$ cat src/rtl/la_pkg.sv
// Shared types and helpers for the logic-analyzer capture path.
package la_pkg;

   typedef enum logic [1:0] {
      IDLE    = 2'd0,
      ARMED   = 2'd1,
      CAPTURE = 2'd2,
      DONE    = 2'd3
   } state_e;

   // Width of one sample record: {timestamp, channel data}.
   function automatic int unsigned rec_width(input int unsigned time_length,
                                             input int unsigned channels);
      return time_length + channels;
   endfunction

   // Record limit decode: 0 selects the full RAM depth.
   function automatic int unsigned decode_limit(input int unsigned max_samples,
                                                input int unsigned addr_width);
      return (max_samples == 0) ? (32'd1 << addr_width) : max_samples;
   endfunction

endpackage

$ cat src/rtl/trigger_matcher.sv
// Combinational trigger compare: level match on masked channels, plus a
// transition requirement on masked channels that have edge enabled.
module trigger_matcher #(
   parameter int unsigned CHANNELS = 8
) (
   input  logic [CHANNELS-1:0] i_data,
   input  logic [CHANNELS-1:0] i_prev,
   input  logic [CHANNELS-1:0] i_mask,
   input  logic [CHANNELS-1:0] i_value,
   input  logic [CHANNELS-1:0] i_edge,
   output logic                o_trig_c
);

   logic [CHANNELS-1:0] w_level_ok;
   logic [CHANNELS-1:0] w_edge_ok;
   logic [CHANNELS-1:0] w_bit_ok;

   // Per-bit qualification; unmasked bits always pass.
   assign w_level_ok = ~(i_data ^ i_value);
   assign w_edge_ok  = ~i_edge | (i_data ^ i_prev);
   assign w_bit_ok   = ~i_mask | (w_level_ok & w_edge_ok);
   assign o_trig_c   = &w_bit_ok;

endmodule

$ cat src/rtl/capture_sequencer.sv
// Acquisition sequencer: arm, wait for trigger, record channel transitions
// with timestamps into sample RAM, stop on abort, limit or timestamp saturation.
module capture_sequencer
   import la_pkg::*;
#(
   parameter int unsigned CHANNELS    = 8,
   parameter int unsigned TIME_LENGTH = 24,
   parameter int unsigned ADDR_WIDTH  = 10
) (
   input  logic                                        i_clk,
   input  logic                                        i_rst,
   input  logic                                        i_arm,
   input  logic                                        i_abort,
   input  logic [CHANNELS-1:0]                         i_data,
   input  logic [CHANNELS-1:0]                         i_trig_mask,
   input  logic [CHANNELS-1:0]                         i_trig_value,
   input  logic [CHANNELS-1:0]                         i_trig_edge,
   input  logic [ADDR_WIDTH:0]                         i_max_samples,
   input  logic [TIME_LENGTH-1:0]                      i_time,
   output logic                                        o_run,
   output logic                                        o_wr_en,
   output logic [ADDR_WIDTH-1:0]                       o_wr_addr,
   output logic [rec_width(TIME_LENGTH, CHANNELS)-1:0] o_wr_data,
   output logic [ADDR_WIDTH:0]                         o_count,
   output logic                                        o_busy,
   output logic                                        o_done,
   output logic                                        o_timeout
);

   localparam int unsigned REC_W = rec_width(TIME_LENGTH, CHANNELS);
   localparam int unsigned CNT_W = ADDR_WIDTH + 1;

   state_e             r_state, w_state;
   logic [CHANNELS-1:0] r_prev;
   logic [CNT_W-1:0]   r_limit, w_limit;
   logic [CNT_W-1:0]   r_count, w_count;
   logic               r_wr_en, w_wr_en;
   logic [ADDR_WIDTH-1:0] r_wr_addr, w_wr_addr;
   logic [REC_W-1:0]   r_wr_data, w_wr_data;
   logic               r_run, w_run;
   logic               r_busy, w_busy;
   logic               r_done, w_done;
   logic               r_timeout, w_timeout;

   logic               w_trig;
   logic               w_changed;
   logic               w_time_sat;
   logic [CNT_W-1:0]   w_limit_in;
   logic [CNT_W-1:0]   w_count_inc;

   trigger_matcher #(
      .CHANNELS (CHANNELS)
   ) u_trigger_matcher (
      .i_data   (i_data),
      .i_prev   (r_prev),
      .i_mask   (i_trig_mask),
      .i_value  (i_trig_value),
      .i_edge   (i_trig_edge),
      .o_trig_c (w_trig)
   );

   assign w_changed   = (i_data != r_prev);
   assign w_time_sat  = &i_time;
   assign w_limit_in  = CNT_W'(decode_limit(32'(i_max_samples), ADDR_WIDTH));
   assign w_count_inc = r_count + CNT_W'(1);

   // Next-state, record write and status decode.
   always_comb begin
      w_state   = r_state;
      w_limit   = r_limit;
      w_count   = r_count;
      w_wr_en   = 1'b0;
      w_wr_addr = r_wr_addr;
      w_wr_data = r_wr_data;
      w_timeout = r_timeout;

      case (r_state)
         IDLE, DONE: begin
            if (i_arm) begin
               w_state   = ARMED;
               w_count   = '0;
               w_wr_addr = '0;
               w_timeout = 1'b0;
            end
         end
         ARMED: begin
            if (i_abort) begin
               w_state = IDLE;
            end else if (w_trig) begin
               // Record 0 is written on the trigger edge; limit latches here.
               w_wr_en   = 1'b1;
               w_wr_addr = '0;
               w_wr_data = {i_time, i_data};
               w_count   = CNT_W'(1);
               w_limit   = w_limit_in;
               w_state   = (w_limit_in == CNT_W'(1)) ? DONE : CAPTURE;
            end
         end
         CAPTURE: begin
            if (i_abort) begin
               w_state = DONE;
            end else if (w_time_sat) begin
               if (r_count < r_limit) begin
                  w_wr_en   = 1'b1;
                  w_wr_addr = r_count[ADDR_WIDTH-1:0];
                  w_wr_data = {i_time, i_data};
                  w_count   = w_count_inc;
               end
               w_timeout = 1'b1;
               w_state   = DONE;
            end else if (w_changed) begin
               w_wr_en   = 1'b1;
               w_wr_addr = r_count[ADDR_WIDTH-1:0];
               w_wr_data = {i_time, i_data};
               w_count   = w_count_inc;
               if (w_count_inc == r_limit) begin
                  w_state = DONE;
               end
            end
         end
         default: begin
            w_state = IDLE;
         end
      endcase

      w_run  = (w_state == CAPTURE);
      w_busy = (w_state == ARMED) || (w_state == CAPTURE);
      w_done = (w_state == DONE);
   end

   // State and output registers.
   always_ff @(posedge i_clk or posedge i_rst) begin
      if (i_rst) begin
         r_state   <= IDLE;
         r_prev    <= '0;
         r_limit   <= '0;
         r_count   <= '0;
         r_wr_en   <= 1'b0;
         r_wr_addr <= '0;
         r_wr_data <= '0;
         r_run     <= 1'b0;
         r_busy    <= 1'b0;
         r_done    <= 1'b0;
         r_timeout <= 1'b0;
      end else begin
         r_state   <= w_state;
         r_prev    <= i_data;
         r_limit   <= w_limit;
         r_count   <= w_count;
         r_wr_en   <= w_wr_en;
         r_wr_addr <= w_wr_addr;
         r_wr_data <= w_wr_data;
         r_run     <= w_run;
         r_busy    <= w_busy;
         r_done    <= w_done;
         r_timeout <= w_timeout;
      end
   end

   assign o_run     = r_run;
   assign o_wr_en   = r_wr_en;
   assign o_wr_addr = r_wr_addr;
   assign o_wr_data = r_wr_data;
   assign o_count   = r_count;
   assign o_busy    = r_busy;
   assign o_done    = r_done;
   assign o_timeout = r_timeout;

endmodule

$ cat config.mk
export PLATFORM = sky130hd
export DESIGN_NAME = capture_sequencer
export DESIGN_NICKNAME = d
export VERILOG_FILES = /design/src/rtl/la_pkg.sv /design/src/rtl/trigger_matcher.sv /design/src/rtl/capture_sequencer.sv
export SDC_FILE = /design/constraint.sdc
export NUM_CORES = 1
export LEC_CHECK = 0
export CAP_MARGIN = 10
export CORE_ASPECT_RATIO = 0.7
export CORE_MARGIN = 2
export CORE_UTILIZATION = 48
export CTS_CLUSTER_SIZE = 14
export DETAILED_ROUTE_END_ITERATION = 12
export GPL_TIMING_DRIVEN = 0
export PLACE_DENSITY_LB_ADDON = 0.08
export RECOVER_POWER = 50
export SETUP_SLACK_MARGIN = 0.15
export SLEW_MARGIN = 40
export SYNTH_ARGS = -nofsm -noshare
export SYNTH_HDL_FRONTEND = slang
export SYNTH_SLANG_ARGS = --single-unit
$ cat constraint.sdc
create_clock -name i_clk -period 3.1 [get_ports i_clk]
set_input_delay 0.62 -clock i_clk [delete_from_list [all_inputs] [get_ports i_clk]]
set_output_delay 0.62 -clock i_clk [all_outputs]
set_load 0.005 [all_outputs]
After elaboration in Yosys (flattened, before gate mapping)
Index checks and enable logic that the tools add are counted.

Logic and storage cells: 94. Register bits: 79. Input bits: 71.

Bitwise operators: 9. Add/subtract/negate cells: 1. Magnitude comparators: 1. Multiplexer cells: 44. Reductions and logical operators: 12. Equal/unequal tests: 16.

Operators by type and width (count): $mux W32 (6); $mux W11 (8); $mux W10 (7); $pmux W32 S2 (1); $pmux W11 S3 (1); $pmux W10 S3 (1); $not A8 Y8 (3); $reduce_and A24 Y1 (1); $or A8 B8 Y8 (2); $xor A8 B8 Y8 (2); $mux W2 (7); $reduce_and A6 Y1 (2); $add A11 B1 Y11 const B (1); $eq A11 B1 Y1 const B (1); $eq A11 B11 Y1 (1); $logic_not A11 Y1 (1); $lt A11 B11 Y1 (1); $mux W1 (10); $reduce_and A10 Y1 (1); $and A8 B8 Y8 (1); $eq A2 B2 Y1 const B (4); $ne A2 B2 Y1 const B (4); $ne A8 B8 Y1 (1); $reduce_and A8 Y1 (1); other kinds (11) (15).

Logic depth before layout (Yosys ltp)
Depth in word-level cells: 10. Mapped depth: 10. Depth with buffers taken out: 10.

Hierarchy
A second synthesis with hierarchy kept.

Cells, all modules: 395. Area, all modules: 4372.9 um2.

By module, submodules not included: capture_sequencer (cells an instance 356, instances 1, area each 4132.7 um2); trigger_matcher (cells an instance 39, instances 1, area each 240.2 um2).

Least setup slack after synthesis
Ideal clock, no wire load.

Path type: register to register. From: register r_count[0] (netlist: o_count[0]). To: register r_busy (netlist: o_busy). Stages on the path, launching flop included: 11. Arrival: 2.549 ns. Path buffers: 0. Required time: 2.987 ns. Path slack: 0.438 ns. Clock period less this slack: 2.662 ns. Cells stage by stage: dfrtp_1 -> ha_1 -> nand4_4 -> or2_1 -> or4b_1 -> a311oi_2 -> a41oi_1 -> and3_1 -> a211o_1 -> ha_1 -> inv_1.

Word-level cells in the longest chain between the ends: 9. Elaborated cells on any way between the ends: 10. Those cells by class: add/sub (1); eq/ne (3); mux (5); reduce/logical (1).

Ends and longest elaborated chain: start: declaration (RTL line capture_sequencer.sv:36) `logic [CNT_W-1:0] r_count, w_count;`; start signal: assignment (RTL line capture_sequencer.sv:149) `r_count <= w_count;`; $add A11 B1 Y11 (*) (RTL line capture_sequencer.sv:65) `assign w_count_inc = r_count + CNT_W'(1);`; $eq A11 B11 Y1 (*) (RTL line capture_sequencer.sv:116) `if (w_count_inc == r_limit) begin`; $mux W2 (*) (RTL line capture_sequencer.sv:116); $mux W2 (*) (RTL line capture_sequencer.sv:111) `end else if (w_changed) begin`; $mux W2 (*) (RTL line capture_sequencer.sv:102) `end else if (w_time_sat) begin`; $mux W2 (*) (RTL line capture_sequencer.sv:100) `if (i_abort) begin`; $pmux W2 S3 (*) (RTL line capture_sequencer.sv:77) `case (r_state)`; $eq A2 B1 Y1 or $eq A2 B2 Y1 (tied branches) (RTL line capture_sequencer.sv:127) `w_busy = (w_state == ARMED) || (w_state == CAPTURE);`; $logic_or A1 B1 Y1 (*) (RTL line capture_sequencer.sv:127); via w_busy (RTL line capture_sequencer.sv:41) `logic r_busy, w_busy;`; end signal: assignment (RTL line capture_sequencer.sv:154) `r_busy <= w_busy;`; end: declaration (RTL line capture_sequencer.sv:41).

Mark *: on every way through the listed nets, which the timed path passes. The rest lies on a longest branch. A chain may end at the register's enable or synchronous reset.

Worst setup path after layout
Ends and elaborated chain as after synthesis.

==> results by group <==
Job
  – Max-cap violation count: 0

Synth
  – Syn nets: 485
  – Seq cells post-synth: ~80
  – Seq/Total Area, Yosys: 0.4597
  – Post-Syn Area: 0.004300 mm²
  – Post-synth cell types: 52
  – Number of flops mapped to enable cells by yosys: 0
  – Dominant synthesized flop cell: dfrtp_1
  – Warnings from Yosys: 0
  – Syn Area/Cell: 10.80 µm²
  – Post-synthesis async set-or-reset flop share: 1.000
  – Syn Inst Count: 398

Place
  – Placed Area: 0.005764 mm²
  – DP HPWL: between 8000 and 9000 µm
  – Buffers on Ports: 128
  – GPL Wtd Cong: roughly 0.9

Timing
  – RSZ-0062 raised after global routing: yes
  – Setup TNS: 0 ns
  – Final setup vio count: 0
  – Fmax: 336.9 MHz
  – Slew Limit Fails: 0
  – Crit path time final: 2.968 ns
  – Final setup skew: roughly 0.0053 ns
  – Tcrit/Tclk final: 0.9575
  – Slew HR: 0.07794
  – Final Hold Fails: 0
  – Worst-Margin Slew: 1.376 ns

CTS
  – Max Root-Sink Buffers: 2
  – CTS clk-pin slew, worst paths: ~0.060 ns
  – Worst-Skew Late Latency: 0.34 ns
  – CTS Hold Buffers Added: 0
  – H-tree levels: 3
  – Root Driver: clkbuf_16
  – Inserted Clock Buffers: 9
  – CTS tree: done
  – Clock Sinks: 79

Final layout
  – Design Area, Final: about 0.0061 mm²
  – Ant. Diodes: 0
  – NumNets Final: 627
  – Fill cell count: 651
  – Share of cells above drive strength 1: 0.1486
  – Layout Area Growth over Synthesis: 42.54%

Die
  – Initial core utilization: 0.5010
  – # IOs: between 100 and 150
  – Chip height: 83.19 µm
  – Die X: 117.1 µm
  – Full die area: 0.009744 mm²
  – Core ar.: 0.008583 mm²
  – Core Rows: 28

Detailed routing
  – Detailed Routing Iterations Pass 1: 5
  – Initial DRC count: 245
  – DR vias/cell: 5.383
  – Average wire per standard cell: approximately 17 µm
  – Final wirelength: approximately 11000 µm
  – ANT nets after route: 0
  – DRC viols: 0
  – Total number of vias: 3580

Global routing
  – Largest net degree at the start of global routing: 50
  – GR Overflow Total: 0
  – Initial antenna violation count: 0
  – Total Routing Usage GR: 0.2415
  – First-pass GRT wire length: around 18000 µm
  – Vias in the first global route: 3571

Worst setup path
  – CP Capture Type: flop
  – CP Class: reg2reg
  – Crit path DAT: ~3.2 ns
  – WP data required: 3.33 ns
  – CP Launch Type: flop
  – CP max FO: 9

Power and ir drop
  – Power per cell area: slightly above 700 mW/mm²
  – Pwr Total: approximately 0.0045 W
  – Leak pwr: 2.629 nW
  – Peak VDD IR: 0.4911 mV

Worst hold path
  – Worst min-delay path class: reg2reg

Outcome
  – Status: completed
-- area by class of cell --
| cell class | count | area (µm²) | area share |
|---|---|---|---|
| Clock buffer | 13 | 270.3 | 0.04409 |
| Buffer | 14 | 103.9 | 0.01694 |
| Clock inverter | 3 | 40.04 | 0.006532 |
| Timing Repair Buffer | 131 | 1304 | 0.2127 |
| Sequential cell | 79 | 1979 | 0.3229 |
| Tap cell | 120 | 150.1 | 0.02449 |
| Multi-Input combinational cell | 268 | 2142 | 0.3495 |
| Inverter | 37 | 140.1 | 0.02286 |
-- where the power goes --
group          switching, W  total [W]  internal [W]
clock network      0.000407    0.00109      0.000687
registers          0.000198    0.00155       0.00135
logic              0.000780    0.00181       0.00103
total               0.00139    0.00446       0.00307
-- routing by layer --
layer	part of all wire	track usage	vias up
met1	0.46	0.3278	1744
met2	0.46	0.3731	125
met5	0	0	-
met3	0.081	0.09051	10
met4	0.0070	0.04599	0
li1	-	-	1701
-- cells by family (layout without fill, tap and decap cells) --
| kind of cell | count (synthesis) | in the layout | synth area share |
|---|---|---|---|
| AND/OR/NAND/NOR | 107 | 107 | 0.1306 |
| multiplexers | 56 | 56 | 0.1432 |
| XOR/XNOR | 23 | 23 | 0.04859 |
| AO/OA/AOI/OAI | 66 | 66 | 0.1152 |
| adder cells (fa/ha/maj) | 16 | 16 | 0.04655 |
| buffers and inverters | 51 | 198 | 0.05615 |
| flip-flops | 79 | 79 | 0.4597 |
-- layout by cell type, fill, tap and decap left out, types with 3 or more instances in the layout --
cell type	n
a211o_1	3
a211oi_1	4
a21boi_0	6
a21boi_1	3
a21oi_1	9
a221oi_1	3
a221oi_2	4
and3_1	3
buf_4	3
buf_6	6
clkbuf_1	6
clkbuf_16	9
clkbuf_8	3
clkdlybuf4s50_1	103
dfrtp_1	77
dlygate4sd3_1	25
ha_1	15
inv_1	36
mux2_1	10
mux2_2	34
mux2i_1	12
nand2_1	22
nand2b_1	12
nand3_1	9
nand4_1	10
nor2_1	26
nor2b_1	3
nor3_1	6
nor3b_1	3
nor4_1	3
o21ai_0	9
o22a_1	7
xnor2_1	15
xor2_1	7
-- registers in the layout, indices dropped and copies added (netlist names) --
register / flops
o_wr_data: 32
o_count: 11
r_limit: 11
o_wr_addr: 10
r_prev: 8
r_state: 2
o_busy: 1
o_done: 1
o_run: 1
o_timeout: 1
o_wr_en: 1
-- metrics by stage --
stage	utilization	hold slack (ns)	instances	setup slack (ns)
floorplan	-	0.4836	398	0.4382
finish	0.7141	0.4859	665	0.1318
global placement	0.6678	0.4763	646	-0.8571
global route	0.7141	0.4924	665	0.04731
CTS	0.7114	0.4936	664	0.1446
detailed placement	0.6716	0.4806	647	-0.3428
-- worst max-delay path, stage by stage (launching register included) --
cell and delay [ns]:
dfrtp_2 0.48, ha_2 0.26, nand4_4 0.11, or2_1 0.16
or4b_1 0.49, a311oi_2 0.35, a41oi_2 0.21, and3_1 0.23
a211o_1 0.27, ha_1 0.27, inv_1 0.03
-- Yosys cell counts, types with 9 or more instances --
cell	n	share of area
a21oi_1	9	0.010
dfrtp_1	79	0.46
ha_1	16	0.047
inv_1	37	0.032
mux2_1	10	0.026
mux2_2	34	0.089
mux2i_1	12	0.028
nand2_1	22	0.019
nand2b_1	12	0.017
nand3_1	9	0.010
nand4_1	10	0.015
nor2_1	26	0.023
o21ai_0	9	0.010
xnor2_1	15	0.031
-- worst paths after layout --
check,from,endpoint,cells past startpoint,slack [ns]
worst max-delay path,o_count[0]$_DFFE_PP0P_,o_busy$_DFF_PP0_,10,0.13
worst min-delay path,o_wr_data[15]$_DFFE_PP0P_,o_wr_data[15]$_DFFE_PP0P_,1,0.49
worst max register to register,o_count[0]$_DFFE_PP0P_,o_busy$_DFF_PP0_,10,0.13
worst min register to register,o_wr_data[15]$_DFFE_PP0P_,o_wr_data[15]$_DFFE_PP0P_,1,0.49
max in group asynchronous,i_rst,o_wr_en$_DFF_PP0_,3,0.72
min in group asynchronous,i_rst,o_busy$_DFF_PP0_,2,1.05
-- repair_timing --
| item | 4_1_cts | 5_1_grt |
|---|---|---|
| setup buffers | 1 | 1 |
| resized for setup | 5 | 9 |
| pin swaps | 1 | 1 |
| endpoints found under the setup margin | 35 | 47 |
Note: power is estimated with default switching activity, not from simulation.
